$ cat config.mk
export PLATFORM = sky130hd
export DESIGN_NAME = power_seq_flat
export DESIGN_NICKNAME = d
export VERILOG_FILES = /design/src/rtl/power_pkg.sv /design/src/rtl/power_seq_if.sv /design/src/rtl/pseq_timer.sv /design/src/rtl/power_seq.sv /design/src/flat_wrapper.sv
export SDC_FILE = /design/constraint.sdc
export NUM_CORES = 1
export LEC_CHECK = 0
export BUFFER_PORTS_ARGS = -buffer_cell sky130_fd_sc_hd__buf_2
export CORE_AREA = 2 2 40 78
export CTS_BUF_LIST = sky130_fd_sc_hd__clkbuf_16
export CTS_CLUSTER_SIZE = 12
export DETAILED_ROUTE_END_ITERATION = 16
export DIE_AREA = 0 0 42 80
export GPL_TIMING_DRIVEN = 1
export HOLD_SLACK_MARGIN = 0.1
export PLACE_DENSITY = 0.87
export SLEW_MARGIN = 20
export SYNTH_ARGS = -nofsm -noshare
export SYNTH_HDL_FRONTEND = slang
export SYNTH_SLANG_ARGS = --single-unit
$ cat constraint.sdc
create_clock -name clk -period 4.4 [get_ports clk]
set_input_delay 0.88 -clock clk [delete_from_list [all_inputs] [get_ports clk]]
set_output_delay 0.88 -clock clk [all_outputs]
set_load 0.01 [all_outputs]
$ cat src/rtl/power_pkg.sv
// Shared types and defaults for the rail power sequencer.
package power_pkg;

  typedef enum logic [2:0] {
    IDLE,
    UP,
    DWELL,
    READY,
    DOWN,
    FAULT
  } pseq_state_t;

  localparam int PSEQ_STEP_DLY   = 10;
  localparam int PSEQ_PG_TIMEOUT = 200;
  localparam int CLK_PERIOD_NS   = 10;

  function automatic int pseq_max(input int a, input int b);
    return (a > b) ? a : b;
  endfunction

endpackage

$ cat src/rtl/power_seq_if.sv
// Sequencer request/status bundle: enable, power-good and fault acknowledge in; rail enables and status out.
interface power_seq_if #(
  parameter int N_RAILS = 4
);
  logic                       enable;
  logic [N_RAILS-1:0]         rail_pg;
  logic                       fault_clr;
  logic [N_RAILS-1:0]         rail_en;
  logic                       sys_ready;
  logic                       fault;
  logic [$clog2(N_RAILS)-1:0] fault_rail;

  modport master (
    output enable, rail_pg, fault_clr,
    input  rail_en, sys_ready, fault, fault_rail
  );

  modport slave (
    input  enable, rail_pg, fault_clr,
    output rail_en, sys_ready, fault, fault_rail
  );
endinterface

$ cat src/rtl/pseq_timer.sv
// Clearable saturating up-counter with an equality compare; o_eq is combinational on the count.
// Clear takes effect on the next edge; the count holds at all-ones instead of wrapping.
module pseq_timer #(
  parameter int W = 8
) (
  input  logic         clk,
  input  logic         resetb,
  input  logic         i_clr,
  input  logic [W-1:0] i_cmp,
  output logic         o_eq
);

  logic [W-1:0] r_cnt;

  always_ff @(posedge clk or negedge resetb) begin
    if (!resetb) begin
      r_cnt <= '0;
    end else if (i_clr) begin
      r_cnt <= '0;
    end else if (r_cnt != '1) begin
      r_cnt <= r_cnt + 1'b1;
    end
  end

  assign o_eq = (r_cnt == i_cmp);

endmodule

$ cat src/rtl/power_seq.sv
// Multi-rail power sequencer: ordered bring-up with power-good timeout, reverse power-down, latched fault.
// All outputs registered, one-cycle latency from sampled inputs; no backpressure, inputs are levels.
module power_seq
  import power_pkg::*;
#(
  parameter int N_RAILS    = 4,
  parameter int STEP_DLY   = PSEQ_STEP_DLY,
  parameter int PG_TIMEOUT = PSEQ_PG_TIMEOUT
) (
  input  logic       clk,
  input  logic       resetb,
  power_seq_if.slave bus
);

  localparam int IW = $clog2(N_RAILS);
  localparam int TW = $clog2(pseq_max(STEP_DLY, PG_TIMEOUT) + 1);
  // Compare values are one less than the delays because the count is 0 on the first cycle in a state.
  localparam logic [TW-1:0] STEP_CMP = TW'(STEP_DLY - 1);
  localparam logic [TW-1:0] TO_CMP   = TW'(PG_TIMEOUT - 1);
  localparam logic [IW-1:0] LAST_IDX = IW'(N_RAILS - 1);

  pseq_state_t        r_state;
  logic [IW-1:0]      r_idx;
  logic [N_RAILS-1:0] r_rail_en;
  logic               r_sys_ready;
  logic               r_fault;
  logic [IW-1:0]      r_fault_rail;

  pseq_state_t        w_state_nxt;
  logic [IW-1:0]      w_idx_nxt;
  logic [N_RAILS-1:0] w_rail_en_nxt;
  logic               w_sys_ready_nxt;
  logic               w_fault_nxt;
  logic [IW-1:0]      w_fault_rail_nxt;

  logic [N_RAILS-1:0] w_mon;
  logic [N_RAILS-1:0] w_fail;
  logic [IW-1:0]      w_fail_idx;
  logic               w_flt;
  logic [IW-1:0]      w_flt_rail;
  logic               w_go_down;
  logic               w_tmr_clr;
  logic [TW-1:0]      w_tmr_cmp;
  logic               w_tmr_eq;

  pseq_timer #(
    .W (TW)
  ) u_timer (
    .clk    (clk),
    .resetb (resetb),
    .i_clr  (w_tmr_clr),
    .i_cmp  (w_tmr_cmp),
    .o_eq   (w_tmr_eq)
  );

  // Rails already brought up are watched; the rail being raised joins once its power-good is seen.
  always_comb begin
    w_mon = '0;
    for (int i = 0; i < N_RAILS; i++) begin
      case (r_state)
        UP:      w_mon[i] = (i < int'(r_idx));
        DWELL:   w_mon[i] = (i <= int'(r_idx));
        READY:   w_mon[i] = 1'b1;
        default: w_mon[i] = 1'b0;
      endcase
    end
  end

  always_comb begin
    w_fail     = w_mon & ~bus.rail_pg;
    w_fail_idx = '0;
    for (int i = N_RAILS - 1; i >= 0; i--) begin
      if (w_fail[i]) w_fail_idx = IW'(i);
    end
  end

  always_comb begin
    w_state_nxt      = r_state;
    w_idx_nxt        = r_idx;
    w_rail_en_nxt    = r_rail_en;
    w_sys_ready_nxt  = r_sys_ready;
    w_fault_nxt      = r_fault;
    w_fault_rail_nxt = r_fault_rail;
    w_tmr_clr        = 1'b0;
    w_tmr_cmp        = STEP_CMP;
    w_flt            = 1'b0;
    w_flt_rail       = w_fail_idx;
    w_go_down        = 1'b0;

    case (r_state)
      IDLE: begin
        if (bus.enable) begin
          w_state_nxt      = UP;
          w_idx_nxt        = '0;
          w_rail_en_nxt    = '0;
          w_rail_en_nxt[0] = 1'b1;
        end
      end
      UP: begin
        w_tmr_cmp = TO_CMP;
        if (|w_fail) begin
          w_flt = 1'b1;
        end else if (!bus.rail_pg[r_idx] && w_tmr_eq) begin
          w_flt      = 1'b1;
          w_flt_rail = r_idx;
        end else if (!bus.enable) begin
          w_go_down = 1'b1;
        end else if (bus.rail_pg[r_idx]) begin
          w_state_nxt = DWELL;
        end
      end
      DWELL: begin
        if (|w_fail) begin
          w_flt = 1'b1;
        end else if (!bus.enable) begin
          w_go_down = 1'b1;
        end else if (w_tmr_eq) begin
          if (r_idx == LAST_IDX) begin
            w_state_nxt     = READY;
            w_sys_ready_nxt = 1'b1;
          end else begin
            w_state_nxt                   = UP;
            w_idx_nxt                     = r_idx + 1'b1;
            w_rail_en_nxt[r_idx + 1'b1]   = 1'b1;
          end
        end
      end
      READY: begin
        if (|w_fail) begin
          w_flt = 1'b1;
        end else if (!bus.enable) begin
          w_go_down = 1'b1;
        end
      end
      DOWN: begin
        if (w_tmr_eq) begin
          w_tmr_clr = 1'b1;
          if (r_idx == '0) begin
            w_state_nxt = IDLE;
          end else begin
            w_idx_nxt                   = r_idx - 1'b1;
            w_rail_en_nxt[r_idx - 1'b1] = 1'b0;
          end
        end
      end
      FAULT: begin
        if (bus.fault_clr && !bus.enable) begin
          w_state_nxt      = IDLE;
          w_idx_nxt        = '0;
          w_fault_nxt      = 1'b0;
          w_fault_rail_nxt = '0;
        end
      end
      default: begin
        w_state_nxt = IDLE;
      end
    endcase

    if (w_go_down) begin
      w_state_nxt          = DOWN;
      w_rail_en_nxt[r_idx] = 1'b0;
      w_sys_ready_nxt      = 1'b0;
    end

    if (w_flt) begin
      w_state_nxt      = FAULT;
      w_rail_en_nxt    = '0;
      w_sys_ready_nxt  = 1'b0;
      w_fault_nxt      = 1'b1;
      w_fault_rail_nxt = w_flt_rail;
    end

    if (w_state_nxt != r_state) w_tmr_clr = 1'b1;
  end

  always_ff @(posedge clk or negedge resetb) begin
    if (!resetb) begin
      r_state      <= IDLE;
      r_idx        <= '0;
      r_rail_en    <= '0;
      r_sys_ready  <= 1'b0;
      r_fault      <= 1'b0;
      r_fault_rail <= '0;
    end else begin
      r_state      <= w_state_nxt;
      r_idx        <= w_idx_nxt;
      r_rail_en    <= w_rail_en_nxt;
      r_sys_ready  <= w_sys_ready_nxt;
      r_fault      <= w_fault_nxt;
      r_fault_rail <= w_fault_rail_nxt;
    end
  end

  assign bus.rail_en    = r_rail_en;
  assign bus.sys_ready  = r_sys_ready;
  assign bus.fault      = r_fault;
  assign bus.fault_rail = r_fault_rail;

endmodule

$ cat src/flat_wrapper.sv
// flat-port wrapper written by rule: the top's interface ports become plain ports
module power_seq_flat import power_pkg::*;
#(
  parameter int N_RAILS    = 4,
  parameter int STEP_DLY   = PSEQ_STEP_DLY,
  parameter int PG_TIMEOUT = PSEQ_PG_TIMEOUT
)
  (clk, resetb, bus_enable, bus_rail_pg, bus_fault_clr, bus_rail_en, bus_sys_ready, bus_fault, bus_fault_rail);
  power_seq_if #(.N_RAILS(N_RAILS)) bus_i ();
  input  logic clk;
  input  logic resetb;
  input wire logic [$bits(bus_i.enable)-1:0] bus_enable;
  input wire logic [$bits(bus_i.rail_pg)-1:0] bus_rail_pg;
  input wire logic [$bits(bus_i.fault_clr)-1:0] bus_fault_clr;
  output wire logic [$bits(bus_i.rail_en)-1:0] bus_rail_en;
  output wire logic [$bits(bus_i.sys_ready)-1:0] bus_sys_ready;
  output wire logic [$bits(bus_i.fault)-1:0] bus_fault;
  output wire logic [$bits(bus_i.fault_rail)-1:0] bus_fault_rail;
  assign bus_i.enable = bus_enable;
  assign bus_i.rail_pg = bus_rail_pg;
  assign bus_i.fault_clr = bus_fault_clr;
  assign bus_rail_en = bus_i.rail_en;
  assign bus_sys_ready = bus_i.sys_ready;
  assign bus_fault = bus_i.fault;
  assign bus_fault_rail = bus_i.fault_rail;
  power_seq #(.N_RAILS(N_RAILS), .STEP_DLY(STEP_DLY), .PG_TIMEOUT(PG_TIMEOUT)) u_core (.clk(clk), .resetb(resetb), .bus(bus_i));
endmodule
==> reports/qor.csv <==
metric,value,unit
p_leak,0.783,nW
syn_inst,193,
core_region_area,2740,um^2
crit_fanout,9,
cts-buffers-inserted,3,
pwr-share-seq,0.308,
cts.clk_slew.worst_paths,60,ps
hp-start,u_core.bus.fault,
hpwl,3520,um
overflow,0,
gp_congestion,1.00,
power.density,613,nW/um^2
pwr-share-comb,0.518,
yosysMostFrequentCell,dfrtp_1,
multi_input_area,1110,um^2
maxCapViolations,0,
cts_buffer_depth,2,
cp.required,4490,ps
wl_per_cell,20.4,um
pwr-share-clk,0.174,
vias_per_cell,7.21,
die-area,3360,um^2
pin_count,16,
synthXorXnorAreaFrac,0.0206,
dp_slack,1420,ps
max_stage_delay,490,ps
async_reset_ff_frac,1.00,
cts_tree,built,
htreeDepth,1,
fin_cells,230,
switchingPower,528,uW
synthAdderAreaFrac,0.0515,
fin_crit_sh,0.709,
drt_iter0_drc,116,
synth_flop_cell,dfrtp_1,
layout_min_cycle_time,3120,ps
die_h,80,um
yosys-top-cells-area,"dfrtp_1 31%, ha_1 5.2%, nor2_1 3.8%",
clock_skew,3.77,ps
startpoint_type,flop,
layout_setup_ws,1280,ps
drive_gt1_frac,0.189,
drt-total-wl,4700,um
detail-route-antenna-nets,0,
synth_top_area_share,0.309,
critPathCaptureType,flop,
status,completed,
fmax,0.321,GHz
syn_area,1700,um^2
yosys.area.top_type,dfrtp_1,
yosysWarnings,0,
worstReg2RegStart,u_core.r_idx[0],
start_util,0.621,
syn_to_final_growth,8.76,%
regToRegEndpoint,u_core.bus.rail_en[1],
synth_compound_area_frac,0.246,
setup_tns,0,ps
crit_family,compound AO/OA/AOI/OAI gates,
die_x,42,um
clock_sinks,21,
synthTopCellsByCount,"21 x dfrtp_1, 17 x nor2_1, 15 x nand2_1",
syn-num-nets,208,
syn_area_per_cell,8.81,um^2
antenna_cells,0,
rows,27,
cts_hold_buf,0,
ir_worst_vdd,0.430,mV
hp-class,flop to flop,
synth_seq_cells,21,
synth.yosys.seq_area_share,0.309,
reg2reg_slack,1280,ps
placed_cells,226,
p_int,606,uW
layout.nets,217,
clk_latency,260,ps
whs_path_depth,2,
antenna_found_initial,0,
cts_root_buf,clkbuf_16,
yosys.area_share.simple,0.286,
slew_headroom,0.549,
cts_setup_buffers,0,
p_sw_frac,0.465,
synthMuxAreaShare,0.0471,
yosysUniqueCellTypes,61,
hold_viol,0,
grt_pass1_vias,1706,
vias,1658,
grt_max_degree,23,
cpMostUsedCell,nor2b_1,
cts_resized,0,
arrival,3210,ps
r2r_cells,8,
nFillCells,233,
regArea,526,um^2
slowest_stage,nor2b_1,
grt_pass1_wl,7970,um
tightest_slew,676,ps
drc,0,
min_to,u_core.bus.fault,
crit_type,flop to flop,
rsz0062_at_grt,false,
portBuffers,15,
synth_edf_count,0,
path_cells,"inv_1, ha_1, nor2b_1, o21ai_0, nand4_1, nor2b_1, a31oi_1, a2111oi_0",
track_usage,0.309,
slew_viol_final,0,
dr.pass1.iters,6,
setup_violations,0,
synth_top_family_by_area,simple AND/OR/NAND/NOR gates,
crit_buf_inv,1,
through the flow:
stage          hold WS (ps)  power, mW  utilization  cell area [um^2]
2_1_floorplan           512      0.776            -              1700
3_3_place_gp            458      0.903        0.647              1770
3_5_place_dp            467      0.919        0.647              1770
4_1_cts                 485       1.11        0.676              1850
5_1_grt                 530       1.21        0.676              1850
6_report                487       1.13        0.676              1850
layer usage:
layer | track usage | routed length, um | vias up | share of wire
met5 | 0 | 0 | - | 0
met4 | 0.161 | 183 | 0 | 0.039
met3 | 0.0407 | 296 | 30 | 0.063
met2 | 0.581 | 2690 | 99 | 0.57
met1 | 0.318 | 1530 | 782 | 0.32
li1 | - | - | 747 | -
how the worst max path moves through the flow:
stage,startpoint,slack [ps],endpoint,depth (start not counted)
after global routing,u_core.r_idx[0],1100,u_core.u_timer.r_cnt[6],8
after detailed placement,bus_rail_pg[3],1420,u_core.u_timer.r_cnt[7],6
after global placement,u_core.r_state[0],1460,u_core.u_timer.r_cnt[7],6
after CTS,u_core.r_idx[0],1370,u_core.bus.rail_en[1],8
after floorplan,bus_enable,1740,u_core.u_timer.r_cnt[6],7
final,u_core.r_idx[0],1280,u_core.bus.rail_en[1],8
registers in the layout, indices dropped and copies added, names as in the netlist:
name                   flops
u_core.bus.fault           1
u_core.bus.fault_rail      2
u_core.bus.rail_en         4
u_core.bus.sys_ready       1
u_core.r_idx               2
u_core.r_state             3
u_core.u_timer.r_cnt       8
area by class of cell:
cell class | count | share of cell area
clock inverters | 1 | 0.00271
inverters | 7 | 0.0142
flip-flops and latches | 21 | 0.284
clock buffers | 3 | 0.0406
well taps | 29 | 0.0196
multi-input cells | 154 | 0.598
repair buffers | 15 | 0.0406
power by group through the flow:
stage | logic, mW | clock network (mW) | registers, mW
floorplan | 0.490 | 0 | 0.286
global placement | 0.559 | 0 | 0.344
detailed placement | 0.571 | 0 | 0.348
CTS | 0.576 | 0.194 | 0.345
global route | 0.637 | 0.208 | 0.363
finish | 0.587 | 0.198 | 0.349
layout by cell type, fill, tap and decap left out, types with 2 or more instances in the layout:
master | Yosys | layout
mux2i_1 | 2 | 2
o31ai_1 | 3 | 3
a21oi_1 | 12 | 12
a2111oi_0 | 3 | 3
o22ai_1 | 3 | 3
a22oi_1 | 2 | 2
nand2_1 | 15 | 15
buf_2 | 1 | 15
inv_1 | 7 | 7
nand4_1 | 6 | 6
o21ai_0 | 5 | 5
nor2b_1 | 4 | 4
nor3b_1 | 4 | 4
nand2b_1 | 4 | 4
a31oi_1 | 4 | 4
a31o_2 | 2 | 2
or2_2 | 4 | 4
and3_1 | 6 | 6
o21a_1 | 2 | 2
nor4b_1 | 2 | 2
nor2_1 | 17 | 17
xor2_1 | 3 | 3
o32a_1 | 2 | 2
a32o_1 | 2 | 2
clkbuf_16 | 0 | 3
nor3_2 | 2 | 2
dfrtp_1 | 21 | 21
nand3_1 | 4 | 4
mux2_2 | 2 | 2
and2_1 | 2 | 2
nor3_1 | 2 | 2
ha_1 | 7 | 7
tightest hold or removal path, stage by stage, from the launching register on:
cell and delay [ps]:
dfrtp_1 340, nand2_1 50, nand2_1 60
kinds of logic after synthesis:
logic type | after synthesis
mux | 6
buf+inv | 18
flops | 21
simple gates | 83
xor+xnor | 4
fa+ha+maj | 7
compound gates | 54
No activity file was read; power rests on OpenSTA's default activity.
